File: config.mk
export PLATFORM = sky130hd
export DESIGN_NAME = conbus_rr_arb
export DESIGN_NICKNAME = d
export VERILOG_FILES = /design/src/rtl/conbus_rr_arb.sv
export SDC_FILE = /design/constraint.sdc
export NUM_CORES = 1
export LEC_CHECK = 0
export BUFFER_PORTS_ARGS = -buffer_cell sky130_fd_sc_hd__buf_2
export CELL_PAD_IN_SITES_DETAIL_PLACEMENT = 0
export CELL_PAD_IN_SITES_GLOBAL_PLACEMENT = 1
export CORE_MARGIN = 4
export CORE_UTILIZATION = 35
export DETAILED_ROUTE_END_ITERATION = 6
export PLACE_DENSITY_LB_ADDON = 0.1
export SYNTH_ARGS = -nofsm -noshare
export SYNTH_HDL_FRONTEND = slang
export SYNTH_SLANG_ARGS = --single-unit
File: constraint.sdc
create_clock -name sys_clk -period 6.5 [get_ports sys_clk]
set_input_delay 0.65 -clock sys_clk [delete_from_list [all_inputs] [get_ports sys_clk]]
set_output_delay 0.65 -clock sys_clk [all_outputs]
set_load 0.03 [all_outputs]
File: src/rtl/conbus_rr_arb.sv
`default_nettype none
// +--------------------------------------------------------------------------+
// | conbus_rr_arb : round-robin Wishbone conbus arbiter with bus watchdog     |
// | Rev 1.0                                                                  |
// +--------------------------------------------------------------------------+
module conbus_rr_arb #(
  parameter int N_MASTERS = 7,
  parameter int TO_W      = 10,
  parameter int TIMEOUT   = 1000,
  localparam int ID_W     = $clog2(N_MASTERS)
) (
  input  logic                 sys_clk,
  input  logic                 sys_rst_n,
  input  logic [N_MASTERS-1:0] req,
  input  logic                 ack,
  output logic [N_MASTERS-1:0] gnt,
  output logic                 gnt_valid,
  output logic [ID_W-1:0]      gnt_id,
  output logic [N_MASTERS-1:0] err,
  output logic [7:0]           to_count
);

  localparam int            C_PAD_W    = 2 ** ID_W;
  localparam logic [TO_W-1:0] C_TO_LAST = (TIMEOUT == 0) ? '0 : TO_W'(TIMEOUT - 1);
  localparam logic [ID_W-1:0] C_LAST_INIT = ID_W'(N_MASTERS - 1);

  typedef enum logic [1:0] {
    ST_IDLE  = 2'd0,
    ST_GRANT = 2'd1,
    ST_ABORT = 2'd2
  } state_t;

  state_t                 r_state;
  logic [N_MASTERS-1:0]   r_gnt;
  logic [N_MASTERS-1:0]   r_err;
  logic [ID_W-1:0]        r_gnt_id;
  logic [ID_W-1:0]        r_last_owner;
  logic                   r_gnt_valid;
  logic [7:0]             r_to_count;
  logic [TO_W-1:0]        r_wdog;

  logic                   w_win_any;
  logic [ID_W-1:0]        w_win_id;
  logic [N_MASTERS-1:0]   w_win_oh;
  logic [C_PAD_W-1:0]     w_req_pad;
  logic                   w_owner_req;
  logic                   w_wdog_hit;

  // Scan from the highest offset down so the nearest requester after
  // last_owner is the one left standing.
  always_comb begin
    int idx;
    idx       = 0;
    w_win_any = 1'b0;
    w_win_id  = '0;
    for (int k = N_MASTERS; k >= 1; k--) begin
      idx = (int'(r_last_owner) + k) % N_MASTERS;
      if (req[idx]) begin
        w_win_any = 1'b1;
        w_win_id  = ID_W'(idx);
      end
    end
  end

  assign w_win_oh    = {{(N_MASTERS-1){1'b0}}, 1'b1} << w_win_id;
  assign w_req_pad   = C_PAD_W'(req);
  assign w_owner_req = w_req_pad[r_last_owner];
  // An ACK or a release on the threshold cycle takes precedence over the abort.
  assign w_wdog_hit  = (TIMEOUT != 0) && (r_wdog == C_TO_LAST) && !ack && w_owner_req;

  always_ff @(posedge sys_clk or negedge sys_rst_n) begin
    if (!sys_rst_n) begin
      r_state      <= ST_IDLE;
      r_gnt        <= '0;
      r_err        <= '0;
      r_gnt_id     <= '0;
      r_gnt_valid  <= 1'b0;
      r_to_count   <= '0;
      r_wdog       <= '0;
      r_last_owner <= C_LAST_INIT;
    end else begin
      r_err <= '0;
      case (r_state)
        ST_IDLE: begin
          if (w_win_any) begin
            r_gnt        <= w_win_oh;
            r_gnt_id     <= w_win_id;
            r_gnt_valid  <= 1'b1;
            r_last_owner <= w_win_id;
            r_wdog       <= '0;
            r_state      <= ST_GRANT;
          end
        end
        ST_GRANT: begin
          if (!w_owner_req) begin
            if (w_win_any) begin
              r_gnt        <= w_win_oh;
              r_gnt_id     <= w_win_id;
              r_gnt_valid  <= 1'b1;
              r_last_owner <= w_win_id;
              r_wdog       <= '0;
            end else begin
              r_gnt       <= '0;
              r_gnt_id    <= '0;
              r_gnt_valid <= 1'b0;
              r_state     <= ST_IDLE;
            end
          end else if (w_wdog_hit) begin
            r_err       <= r_gnt;
            r_gnt       <= '0;
            r_gnt_id    <= '0;
            r_gnt_valid <= 1'b0;
            if (r_to_count != 8'hFF) r_to_count <= r_to_count + 8'd1;
            r_state     <= ST_ABORT;
          end else if (ack) begin
            r_wdog <= '0;
          end else if (r_wdog != {TO_W{1'b1}}) begin
            r_wdog <= r_wdog + 1'b1;
          end
        end
        ST_ABORT: begin
          // last_owner still names the aborted master, so the next search skips it.
          if (!w_owner_req) r_state <= ST_IDLE;
        end
        default: r_state <= ST_IDLE;
      endcase
    end
  end

  assign gnt       = r_gnt;
  assign gnt_valid = r_gnt_valid;
  assign gnt_id    = r_gnt_id;
  assign err       = r_err;
  assign to_count  = r_to_count;

endmodule
`default_nettype wire

== After elaboration in Yosys (flattened, before gate mapping) ==
Cells that the tools add are included.

* Bits in registers: 41
* Logic and storage cells: 125
* Output and inout port bits: 26
* Bits of input ports: 10

* Shift-type cells: 1
* Divide/modulo/power cells: 7
* Add/sub/neg operators: 9
* Equal/unequal tests: 12
* Magnitude comparators: 8
* Muxes and demuxes: 70
* Reductions and logical operators: 10

{| class="wikitable"
|+ Operators by type and width
! kind !! number
|-
| $lt A32 B5 Y1 const B || 7
|-
| $mod A32 B4 Y32 const B || 7
|-
| $mux W10 || 5
|-
| $mux W7 || 7
|-
| $mux W3 || 13
|-
| $mux W1 || 26
|-
| $bmux W1 S3 || 8
|-
| $pmux W10 S2 || 1
|-
| $add A3 B3 Y4 const B || 4
|-
| $pmux W7 S2 || 1
|-
| $pmux W3 S2 || 2
|-
| $add A10 B1 Y10 const B || 1
|-
| $eq A10 B10 Y1 const B || 1
|-
| $mux W2 || 5
|-
| $ne A10 B10 Y1 const B || 1
|-
| $ne A3 B3 Y1 const B || 3
|-
| $add A3 B2 Y4 const B || 2
|-
| $add A8 B1 Y8 const B || 1
|-
| $ne A8 B8 Y1 const B || 1
|-
| $reduce_and A4 Y1 || 2
|-
| $shl A1 B3 Y7 const A || 1
|-
| $ne A2 B2 Y1 const B || 3
|-
| $pmux W2 S3 || 1
|-
| $reduce_and A3 Y1 || 2
|-
| other kinds (11) || 12
|}

== Logic depth before layout (Yosys ltp) ==
Gate-level depths: netlist of the first run.

* Depth after elaboration: 16
* Depth in mapped cells: 24
* Mapped depth without buffers: 18

== Worst setup path after synthesis of the first run ==
No wires, ideal clock.

* Path kind: reg-to-reg
* Start point: reg r_last_owner[0]
* End point: reg r_gnt[0] (netlist: gnt[0])
* Stages on the path, launching flop included: 25
* Required time: 6.378 ns
* Clock period less this slack: 5.562 ns
* Setup slack: 0.938 ns
* Arrival time: 5.440 ns
* Path buffers: 6
* Setup time: 0.122 ns
* Cells stage by stage: dfrtp_1 -> buf_2 -> buf_4 -> buf_4 -> clkbuf_1 -> inv_1 -> ha_1 -> clkbuf_1 -> clkinv_1 -> ha_1 -> ha_1 -> clkbuf_1 -> a31oi_2 -> xnor2_1 -> ha_1 -> a211oi_1 -> nand4_1 -> nand2_1 -> mux2_2 -> a21bo_4 -> nand3_4 -> or4b_1 -> o211ai_2 -> nor2_1 -> a32o_1

* Word-level cells in the longest chain between the ends: 16
* Elaborated cells between the ends (all ways): 60
* Those cells by class: add/sub: 7; div: 7; eq/ne: 2; shift: 1; mux: 41; reduce/logical: 2

{| class="wikitable"
|+ Ends and longest elaborated chain
! element !! RTL line !! source
|-
| start: declaration || 37 || <nowiki>logic [ID_W-1:0] r_last_owner;</nowiki>
|-
| start signal: assignment || 89 || <nowiki>r_last_owner <= w_win_id;</nowiki>
|-
| start signal: assignment || 100 || <nowiki>r_last_owner <= w_win_id;</nowiki>
|-
| $add A3 B3 Y4 || 57 || <nowiki>idx = (int'(r_last_owner) + k) % N_MASTERS;</nowiki>
|-
| $mod A32 B4 Y32 || 57 ||
|-
| $bmux W1 S3 || 58 || <nowiki>if (req[idx]) begin</nowiki>
|-
| $mux W1 (implied by the code) (2 in series) || 58 ||
|-
| $mux W3 (7 in series) || 58 ||
|-
| $shl A1 B3 Y7 || 65 || <nowiki>assign w_win_oh = {{(N_MASTERS-1){1'b0}}, 1'b1} << w_win_id;</nowiki>
|-
| $mux W7 || 96 || <nowiki>if (w_win_any) begin</nowiki>
|-
| $mux W7 || 95 || <nowiki>if (!w_owner_req) begin</nowiki>
|-
| $pmux W7 S2 || 83 || <nowiki>case (r_state)</nowiki>
|-
| end signal: assignment || 86 || <nowiki>r_gnt <= w_win_oh;</nowiki>
|-
| end signal: assignment || 97 || <nowiki>r_gnt <= w_win_oh;</nowiki>
|-
| end: declaration || 34 || <nowiki>logic [N_MASTERS-1:0] r_gnt;</nowiki>
|}

Several ways; a longest one is shown, not always the timed one. The select of a mux whose other input is x is not followed.
A chain may end at the register's enable or synchronous reset.

== Worst setup path after layout of the first run ==
* Start point: reg r_last_owner[1]
* End point: reg r_gnt[6] (netlist: gnt[6])

The elaborated chain is that of the path after synthesis.

==> flow_summary_export.csv, run 1 <==
group,metric,value,unit
die,initial_core_util,36.3,%
cells_and_area,fillers,1258,
synth,yosys.area.top_type,"dfrtp_1",
clocking,cts_made_buffers,5,
worst_setup_path,crit_type,"register to register",
clocking,h-tree-depth,2,
synth,avgSynthCellArea,8.52,um2
synth,ys_warn_count,0,
synth,synth_top_area_share,21.9,%
placed_design,hpwl,10200,um
cells_and_area,layout_commonest_cell,"nand2_1",
synth,synth_area,4460,um2
sta,max_freq,174,MHz
routing,vias,4127,
clocking,numClockSinks,41,
cells_and_area,drive_gt1_share,17.9,%
worst_setup_path,r2r_setup_slack,0.74,ns
die,die_width,121,um
synth,syn_nets,561,
synth,synth_edf_count,0,
sta,tightest_slew,0.972,ns
cells_and_area,final_cell_mix,"nand2_1 (45), nor2_1 (41), dfrtp_1 (38)",
status,status,"completed",
worst_setup_path,worstSetupStartpoint,"r_last_owner[1]",
worst_setup_path,critPathArrivalTime,5.93,ns
die,core,12300,um2
worst_setup_path,path_max_fanout,10,
global_routing,grt_start_max_net_pins,42,
synth,synth_area_leaders,"dfrtp_1 (22%), ha_1 (7.9%), mux2i_1 (3.8%)",
die,num_rows,40,
global_routing,antenna_found_initial,0,
min_path,hold_class,"register to register",
cells_and_area,finish.net_count,584,
sta,fin_worst_skew,0.00342,ns
routing,final_antenna_net_count,0,
routing,drtPass1Iterations,5,
global_routing,grt_pass1_wl,21500,um
routing,drcViolationCount,0,
routing,post_drt_wl_per_cell,18.2,um
placed_design,numPortBuffers,35,
placed_design,placed_area,4760,um2
placed_design,gp_congestion,0.912,
global_routing,gr-total-overflow,0,
min_path,hp-start,"to_count[4]",
cells_and_area,final_area,4910,um2
clocking,tritoncts,"built",
sta,fin_crit_sh,88.6,%
clocking,post_cts_resized,0,
synth,synth-main-ff-cell,"dfrtp_1",
routing,routed_wl,13000,um
die,die_area,14600,um2
sta,setup_viol,0,
worst_setup_path,r2r-start,"r_last_owner[1]",
sta,rsz0062_at_grt,"no",
synth,syn_inst,523,
clocking,clockRootBuffer,"clkbuf_16",
cells_and_area,n_antenna_cell,0,
min_path,holdPathEnd,"to_count[4]",
sta,holdWs,0.479,ns
global_routing,grt.total_usage,18.0,%
worst_setup_path,cp-start-kind,"register",
sta,maxSlewViolCount,0,
synth,yosysUniqueCellTypes,90,
clocking,postCtsSetupBuffers,0,
die,die-height,121,um
clocking,clk_latency,0.28,ns
worst_setup_path,ff2ff_path_depth,19,
worst_setup_path,critical_path.endpoint_type,"register",
routing,viasPerCell,5.77,
global_routing,grt_pass1_vias,3994,
worst_setup_path,r2r-end,"gnt[6]",
synth,synth-seq-cells,41,
sta,slew-limit-headroom,34.7,%
worst_setup_path,worstPathRequired,6.67,ns
sta,hold_viol_final,0,
clocking,clkTransAtPathRegs,0.06,ns
synth,yosysSeqAreaShare,23.1,%
die,io_pins,36,
synth,async_flop_share,100,%
routing,drtIter0Drc,301,
clocking,clockBufferDepth,2,
cells_and_area,syn_to_final_growth,10.2,%
min_path,hold_path_depth,1,
sta,period_needed,5.76,ns
flow_run,cap_violations,0,
sta,tns,0,ns
clocking,holdBufCountCts,0,
-- logic make-up (layout without fill, tap and decap cells) --
group                    Yosys count  in the layout  share of synthesized area [%]
AND/OR/NAND/NOR                  194            194                           23.7
AO/OA/AOI/OAI                    161            161                           27.9
buffers and inverters             50             74                           5.17
flip-flops                        41             41                           23.1
adder cells (fa/ha/maj)           28             28                           7.86
multiplexers                      27             27                           7.16
XOR/XNOR                          22             22                           5.17
-- Yosys cell counts (8+ instances only) --
cell / count
mux2i_1: 17
ha_1: 28
xnor2_1: 17
inv_1: 20
nand3_1: 18
nor3_1: 9
nor2_1: 41
nor2b_1: 9
o21ai_0: 22
nand2_1: 45
and3_1: 10
and2_1: 15
a211oi_1: 13
nand4_1: 12
clkbuf_1: 16
dfrtp_1: 39
a211o_1: 8
a21oi_1: 27
-- routing by layer --
metal	part of all wire [%]	global-route usage, %
met5	0	0
met4	1.2	3.68
met3	3.9	1.64
met2	51	31.6
met1	44	24.1
-- registers in the layout, indices dropped and copies added, names as in the netlist --
name,count
gnt_valid,1
err,7
r_wdog,10
r_last_owner,3
gnt_id,3
r_state,2
to_count,8
gnt,7
-- cell type report --
cell class	instances	area [um2]	area share [%]
clock inverters	2	13.8	0.280
repair buffers	42	228	4.63
inverters	24	95.1	1.94
flip-flops and latches	41	1030	21.0
clock buffers	6	139	2.83
multi-input cells	432	3200	65.1
well taps	168	210	4.28
-- how the worst max path moves through the flow --
| stage | cells past startpoint | endpoint | slack (ns) |
|---|---|---|---|
| 2_1_floorplan | 24 | gnt[0] | 0.94 |
| 3_3_place_gp | 19 | gnt[6] | 0.85 |
| 3_5_place_dp | 19 | gnt[6] | 0.85 |
| 4_1_cts | 19 | gnt[6] | 0.81 |
| 5_1_grt | 19 | gnt[1] | 0.45 |
| 6_report | 19 | gnt[6] | 0.74 |
-- critical path, stage by stage, from the launching register on --
cell and delay [ns]:
dfstp_2 0.68, inv_1 0.22, ha_1 0.44, buf_4 0.21, clkinv_1 0.29, ha_1 0.32
ha_1 0.28, a31oi_2 0.19, xnor2_1 0.10, ha_1 0.28, a211oi_1 0.26, nand4_1 0.12
nand2_1 0.09, mux2_2 0.38, or2_1 0.30, nand3_4 0.16, a211oi_1 0.07, o41ai_1 0.68
a21oi_1 0.27, a32o_1 0.31
-- through the flow --
step           utilization (%)  worst slack, ns  instances
3_5_place_dp              38.8            0.848        707
5_1_grt                   40.1            0.452        715
6_report                  40.1            0.743        715
4_1_cts                   40.1            0.808        715
3_3_place_gp              38.8            0.853        707
2_1_floorplan                -            0.938        523
Power of run 1 is left out: the tool's default activity adds up to more than one toggle a clock period on the data nets, which glitch-free logic cannot reach.
==> run 2, diff against run 1 <==
--- a/config.mk
+++ b/config.mk
@@ -9,7 +9,7 @@
 export CELL_PAD_IN_SITES_DETAIL_PLACEMENT = 0
 export CELL_PAD_IN_SITES_GLOBAL_PLACEMENT = 1
 export CORE_MARGIN = 4
-export CORE_UTILIZATION = 35
+export CORE_UTILIZATION = 40
 export DETAILED_ROUTE_END_ITERATION = 6
 export PLACE_DENSITY_LB_ADDON = 0.1
 export SYNTH_ARGS = -nofsm -noshare
==> run 2 against run 1 <==
  * Clock skew grew 0.0064 ns
  * Non-clock buffer count decreased by 1
  * Global-route usage increased by 1.3 points
  * Clock-buffer cell count grew 1
  * Via count fell by 0.82%
  * Sequential share of layout area grew 0.44 points
  * Register-to-register slack improved by 0.03 ns
  * Utilization increased by 4.1 points
  * First-iteration DRC count fell by 3.0%
  * Sequential cell count stayed put
  * Fmax grew 0.60%
  * Wire length decreased by 4.1%
  * Largest cell class unchanged
  * Highest routed layer unchanged
==> flow_summary_export.csv, run 2 (synthesis gave the netlist of run 1 again) <==
group,metric,value,unit
status,status,"completed",
sta,fin_crit_sh,88.0,%
global_routing,grt.total_usage,19.3,%
sta,tns,0,ns
clocking,h-tree-depth,2,
worst_setup_path,cp-start-kind,"register",
clocking,clkTransAtPathRegs,0.08,ns
sta,maxSlewViolCount,0,
sta,slew-limit-headroom,37.4,%
global_routing,grt_start_max_net_pins,42,
sta,hold_viol_final,0,
clocking,numClockSinks,41,
die,die_width,114,um
worst_setup_path,crit_type,"register to register",
placed_design,gp_congestion,0.965,
worst_setup_path,critPathArrivalTime,5.90,ns
routing,drtIter0Drc,292,
min_path,hold_class,"register to register",
global_routing,grt.busiest_layer,"met2",
placed_design,hpwl,9480,um
routing,vias,4093,
routing,drtPass1Iterations,4,
sta,rsz0062_at_grt,"no",
die,num_rows,38,
clocking,cts_made_buffers,5,
worst_setup_path,path_max_fanout,17,
placed_design,numPortBuffers,35,
die,die-height,114,um
routing,post_drt_wl_per_cell,18.2,um
die,io_pins,36,
die,initial_core_util,40.9,%
cells_and_area,n_antenna_cell,0,
routing,viasPerCell,5.97,
cells_and_area,layout_commonest_cell,"nand2_1",
sta,setup_ws,0.777,ns
sta,max_freq,175,MHz
clocking,postCtsSetupBuffers,0,
global_routing,grt_pass1_vias,3895,
sta,holdWs,0.478,ns
clocking,clockRootBuffer,"clkbuf_8",
sta,fin_worst_skew,0.00981,ns
global_routing,gr-total-overflow,0,
die,die_area,12900,um2
routing,drcViolationCount,0,
global_routing,grt_use_met1,26.4,%
global_routing,met3_usage,1.43,%
clocking,clk_latency,0.29,ns
sta,period_needed,5.72,ns
sta,tightest_slew,0.931,ns
routing,final_antenna_net_count,0,
flow_run,cap_violations,0,
cells_and_area,drive_gt1_share,17.6,%
global_routing,antenna_found_initial,0,
clocking,post_cts_resized,0,
global_routing,grt_util_met2,33.4,%
clocking,clockBufferDepth,2,
worst_setup_path,critical_path.endpoint_type,"register",
clocking,holdBufCountCts,0,
routing,routed_wl,12500,um
cells_and_area,top_register,"r_wdog",
cells_and_area,fillers,1067,
cells_and_area,final_cell_mix,"nand2_1 (45), nor2_1 (41), dfrtp_1 (38)",
global_routing,grt_pass1_wl,20400,um
cells_and_area,syn_to_final_growth,7.97,%
placed_design,dpl_worst_slack,0.807,ns
cells_and_area,largest_reg_flops,10,
cells_and_area,finish.net_count,583,
die,core,10900,um2
sta,setup_viol,0,
worst_setup_path,worstPathRequired,6.68,ns
clocking,tritoncts,"built",
[run 2: changes by cell type in the layout (fill, tap and decap cells not counted)]
cell	change
clkbuf_8	+5
clkinvlp_4	+1
clkbuf_16	-5
clkbuf_1	+1
clkinv_4	-1
clkinv_2	-1
buf_4	-1
[run 2: critical path: stages (launching register included)]
cell,delay (ns)
dfstp_2,0.78
inv_1,0.25
ha_1,0.46
buf_4,0.21
clkinv_1,0.28
ha_1,0.32
ha_1,0.27
a31oi_2,0.18
xnor2_1,0.11
ha_1,0.27
a211oi_1,0.24
nand4_1,0.12
nand2_1,0.10
mux2_2,0.38
or2_1,0.30
nand3_4,0.16
a211oi_1,0.07
o41ai_1,0.58
a21oi_1,0.23
a32o_1,0.30
[run 2: per-layer routing]
layer	wire [um]	up-vias
met5	0	-
met4	184	0
met3	466	12
met2	6060	101
met1	5790	1952
li1	-	2028
[run 2: path summary, 6_finish.rpt]
path / slack [ns] / cells past startpoint / from / to
max: 0.78 / 19 / r_last_owner[1] / gnt[6]
min: 0.48 / 2 / gnt_id[2] / gnt_id[2]
max reg2reg: 0.78 / 19 / r_last_owner[1] / gnt[6]
min reg2reg: 0.48 / 2 / gnt_id[2] / gnt_id[2]
max in group asynchronous: 5.38 / 1 / sys_rst_n / r_last_owner[0]
min in group asynchronous: 0.49 / 1 / sys_rst_n / to_count[4]
[run 2: layout make-up]
| type | count | area [um2] | area share, % |
|---|---|---|---|
| Clock buffer | 7 | 86.3 | 1.79 |
| Clock inverter | 1 | 7.51 | 0.156 |
| Inverter | 24 | 95.1 | 1.98 |
| Multi-Input combinational cell | 432 | 3200 | 66.5 |
| Sequential cell | 41 | 1030 | 21.4 |
| Tap cell | 140 | 175 | 3.64 |
| Timing Repair Buffer | 41 | 220 | 4.58 |
[run 2: per-stage QoR]
step | instance area, um2 | util (%) | cells
after global placement | 4720 | 43.3 | 678
after floorplan | 4460 | - | 523
after CTS | 4810 | 44.2 | 686
final | 4810 | 44.2 | 686
after global routing | 4810 | 44.2 | 686
after detailed placement | 4720 | 43.3 | 678
Power of run 2 is left out for the same reason.
==> run 3, diff against run 2 <==
--- a/config.mk
+++ b/config.mk
@@ -5,11 +5,12 @@
 export SDC_FILE = /design/constraint.sdc
 export NUM_CORES = 1
 export LEC_CHECK = 0
+export ABC_AREA = 1
 export BUFFER_PORTS_ARGS = -buffer_cell sky130_fd_sc_hd__buf_2
-export CELL_PAD_IN_SITES_DETAIL_PLACEMENT = 0
-export CELL_PAD_IN_SITES_GLOBAL_PLACEMENT = 1
+export CELL_PAD_IN_SITES_DETAIL_PLACEMENT = 2
+export CELL_PAD_IN_SITES_GLOBAL_PLACEMENT = 2
 export CORE_MARGIN = 4
-export CORE_UTILIZATION = 40
+export CORE_UTILIZATION = 34
 export DETAILED_ROUTE_END_ITERATION = 6
 export PLACE_DENSITY_LB_ADDON = 0.1
 export SYNTH_ARGS = -nofsm -noshare
==> run 3 against run 2 <==
  * Wire length increased by 8.2%
  * Register-to-register slack improved by 1.0 ns
  * Hold slack got worse by 0.011 ns
  * Design area decreased by 7.9%
  * Area after synthesis decreased by 11%
  * Fmax increased by 22%
  * Non-clock buffer count decreased by 5
  * Sequential cell count unchanged
  * Clock skew decreased by 0.0015 ns
  * Utilization decreased by 5.4 points
  * First-iteration DRC count decreased by 45%
  * Critical path type unchanged
==> flow_summary_export.csv, run 3 <==
group,metric,value,unit
synth,avgSynthCellArea,6.71,um2
die,die_width,116,um
synth,yosysUniqueCellTypes,50,
sta,tns,0,ns
cells_and_area,fillers,1416,
worst_setup_path,cp-start-kind,"register",
clocking,clkTransAtPathRegs,0.07,ns
sta,maxSlewViolCount,0,
clocking,clockBufferDepth,2,
worst_setup_path,worstPathRequired,6.68,ns
routing,routed_wl,13500,um
synth,synth-main-ff-cell,"dfrtp_1",
sta,slew-limit-headroom,36.1,%
synth,yosysSeqAreaShare,25.9,%
placed_design,hpwl,10600,um
clocking,clockRootBuffer,"clkbuf_16",
die,core,11400,um2
cells_and_area,n_antenna_cell,0,
worst_setup_path,crit_type,"register to register",
clocking,numClockSinks,41,
synth,synth_top_area_share,24.6,%
sta,hold_viol_final,0,
synth,syn_nets,630,
cells_and_area,final_cell_mix,"nand2_1 (160), inv_1 (91), nand3_1 (68)",
worst_setup_path,critical_path.endpoint_type,"register",
die,die_area,13500,um2
clocking,postCtsSetupBuffers,0,
global_routing,grt_start_max_net_pins,42,
cells_and_area,syn_to_final_growth,11.7,%
synth,ys_warn_count,0,
global_routing,grt_pass1_vias,4320,
sta,fin_crit_sh,72.4,%
worst_setup_path,cpMostUsedCell,"nand2_1",
min_path,hold_class,"register to register",
sta,fin_worst_skew,0.00829,ns
routing,post_drt_wl_per_cell,17.6,um
sta,tightest_slew,0.959,ns
cells_and_area,drive_gt1_share,14.9,%
synth,synth_area_leaders,"dfrtp_1 (25%), nand2_1 (15%), ha_1 (8.8%)",
global_routing,gr-total-overflow,0,
synth,yosys-top-cells-count,"nand2_1 (160), inv_1 (91), nand3_1 (68)",
cells_and_area,largest_reg_flops,10,
synth,yosys.area.top_type,"dfrtp_1",
placed_design,numPortBuffers,35,
cells_and_area,top_register,"r_wdog",
synth,synth_edf_count,0,
clocking,tritoncts,"built",
sta,period_needed,4.71,ns
die,io_pins,36,
sta,rsz0062_at_grt,"no",
global_routing,grt.total_usage,21.0,%
synth,synth-seq-cells,41,
synth,yosysMostFrequentCell,"nand2_1",
clocking,cts_made_buffers,5,
clocking,h-tree-depth,2,
clocking,post_cts_resized,0,
worst_setup_path,path_max_fanout,11,
die,initial_core_util,34.8,%
sta,max_freq,212,MHz
cells_and_area,finish.net_count,662,
status,status,"completed",
synth,syn_inst,592,
global_routing,antenna_found_initial,0,
routing,viasPerCell,5.22,
routing,final_antenna_net_count,0,
routing,drtPass1Iterations,4,
placed_design,gp_congestion,0.836,
routing,vias,4006,
die,die-height,116,um
global_routing,grt_pass1_wl,22500,um
cells_and_area,layout_commonest_cell,"nand2_1",
clocking,holdBufCountCts,0,
clocking,clk_latency,0.29,ns
routing,drtIter0Drc,160,
synth,async_flop_share,100,%
synth,synth_area,3970,um2
routing,drcViolationCount,0,
sta,setup_viol,0,
worst_setup_path,critPathArrivalTime,4.89,ns
flow_run,cap_violations,0,
worst_setup_path,max_stage_delay,0.65,ns
worst_setup_path,slowest_stage,"dfstp_2",
die,num_rows,39,
[run 3: worst paths after layout]
path                                       from         end  slack, ns  depth (start not counted)
worst max-delay path            r_last_owner[1]      gnt[1]       1.79                         28
worst min-delay path                 r_state[0]  r_state[1]       0.47                          1
worst max register to register  r_last_owner[1]      gnt[1]       1.79                         28
worst min register to register       r_state[0]  r_state[1]       0.47                          1
max in group asynchronous             sys_rst_n   r_wdog[9]       5.39                          1
min in group asynchronous             sys_rst_n   r_wdog[5]       0.51                          1
[run 3: routing by layer]
metal	vias up	GRT usage, %	routed length (um)
li1	1968	-	-
met1	2000	27.4	6280
met2	30	37.7	6900
met3	8	3.29	280
met4	0	2.78	71
met5	-	0	0
[run 3: logic make-up (layout without fill, tap and decap cells)]
group | after synthesis | count (layout) | synth area share (%)
fa+ha+maj | 28 | 28 | 8.82
compound gates | 85 | 85 | 13.4
mux | 1 | 1 | 0.284
flops | 41 | 41 | 25.9
buf+inv | 110 | 143 | 11.3
simple gates | 309 | 309 | 36.1
xor+xnor | 18 | 18 | 4.16
[run 3: per-stage QoR]
step | area, um2 | utilization [%] | hold WS, ns | worst slack [ns] | cells
finish | 4430 | 38.8 | 0.467 | 1.79 | 768
global route | 4430 | 38.8 | 0.475 | 1.26 | 768
CTS | 4430 | 38.8 | 0.465 | 1.77 | 768
detailed placement | 4260 | 37.3 | 0.459 | 1.82 | 760
global placement | 4260 | 37.3 | 0.441 | 2.04 | 760
floorplan | 3970 | - | 0.354 | 2.71 | 592
[run 3: layout make-up]
class / instances / area, um2 / area share [%]
repair buffers: 36 / 183 / 4.12
inverters: 99 / 378 / 8.52
flip-flops and latches: 41 / 1030 / 23.2
clock buffers: 5 / 125 / 2.82
well taps: 143 / 179 / 4.04
multi-input cells: 441 / 2490 / 56.3
clock inverters: 3 / 46.3 / 1.04
[run 3: critical path: cells and delay by family, from the launching register on]
family                     cells  cell delay [ns]
DFF                            1             0.65
buffers and inverters          3             0.52
xor gates and xnor gates       1             0.25
adders and majority gates      4             1.23
and+or+nand+nor               20             1.93
Power of run 3 is left out for the same reason.
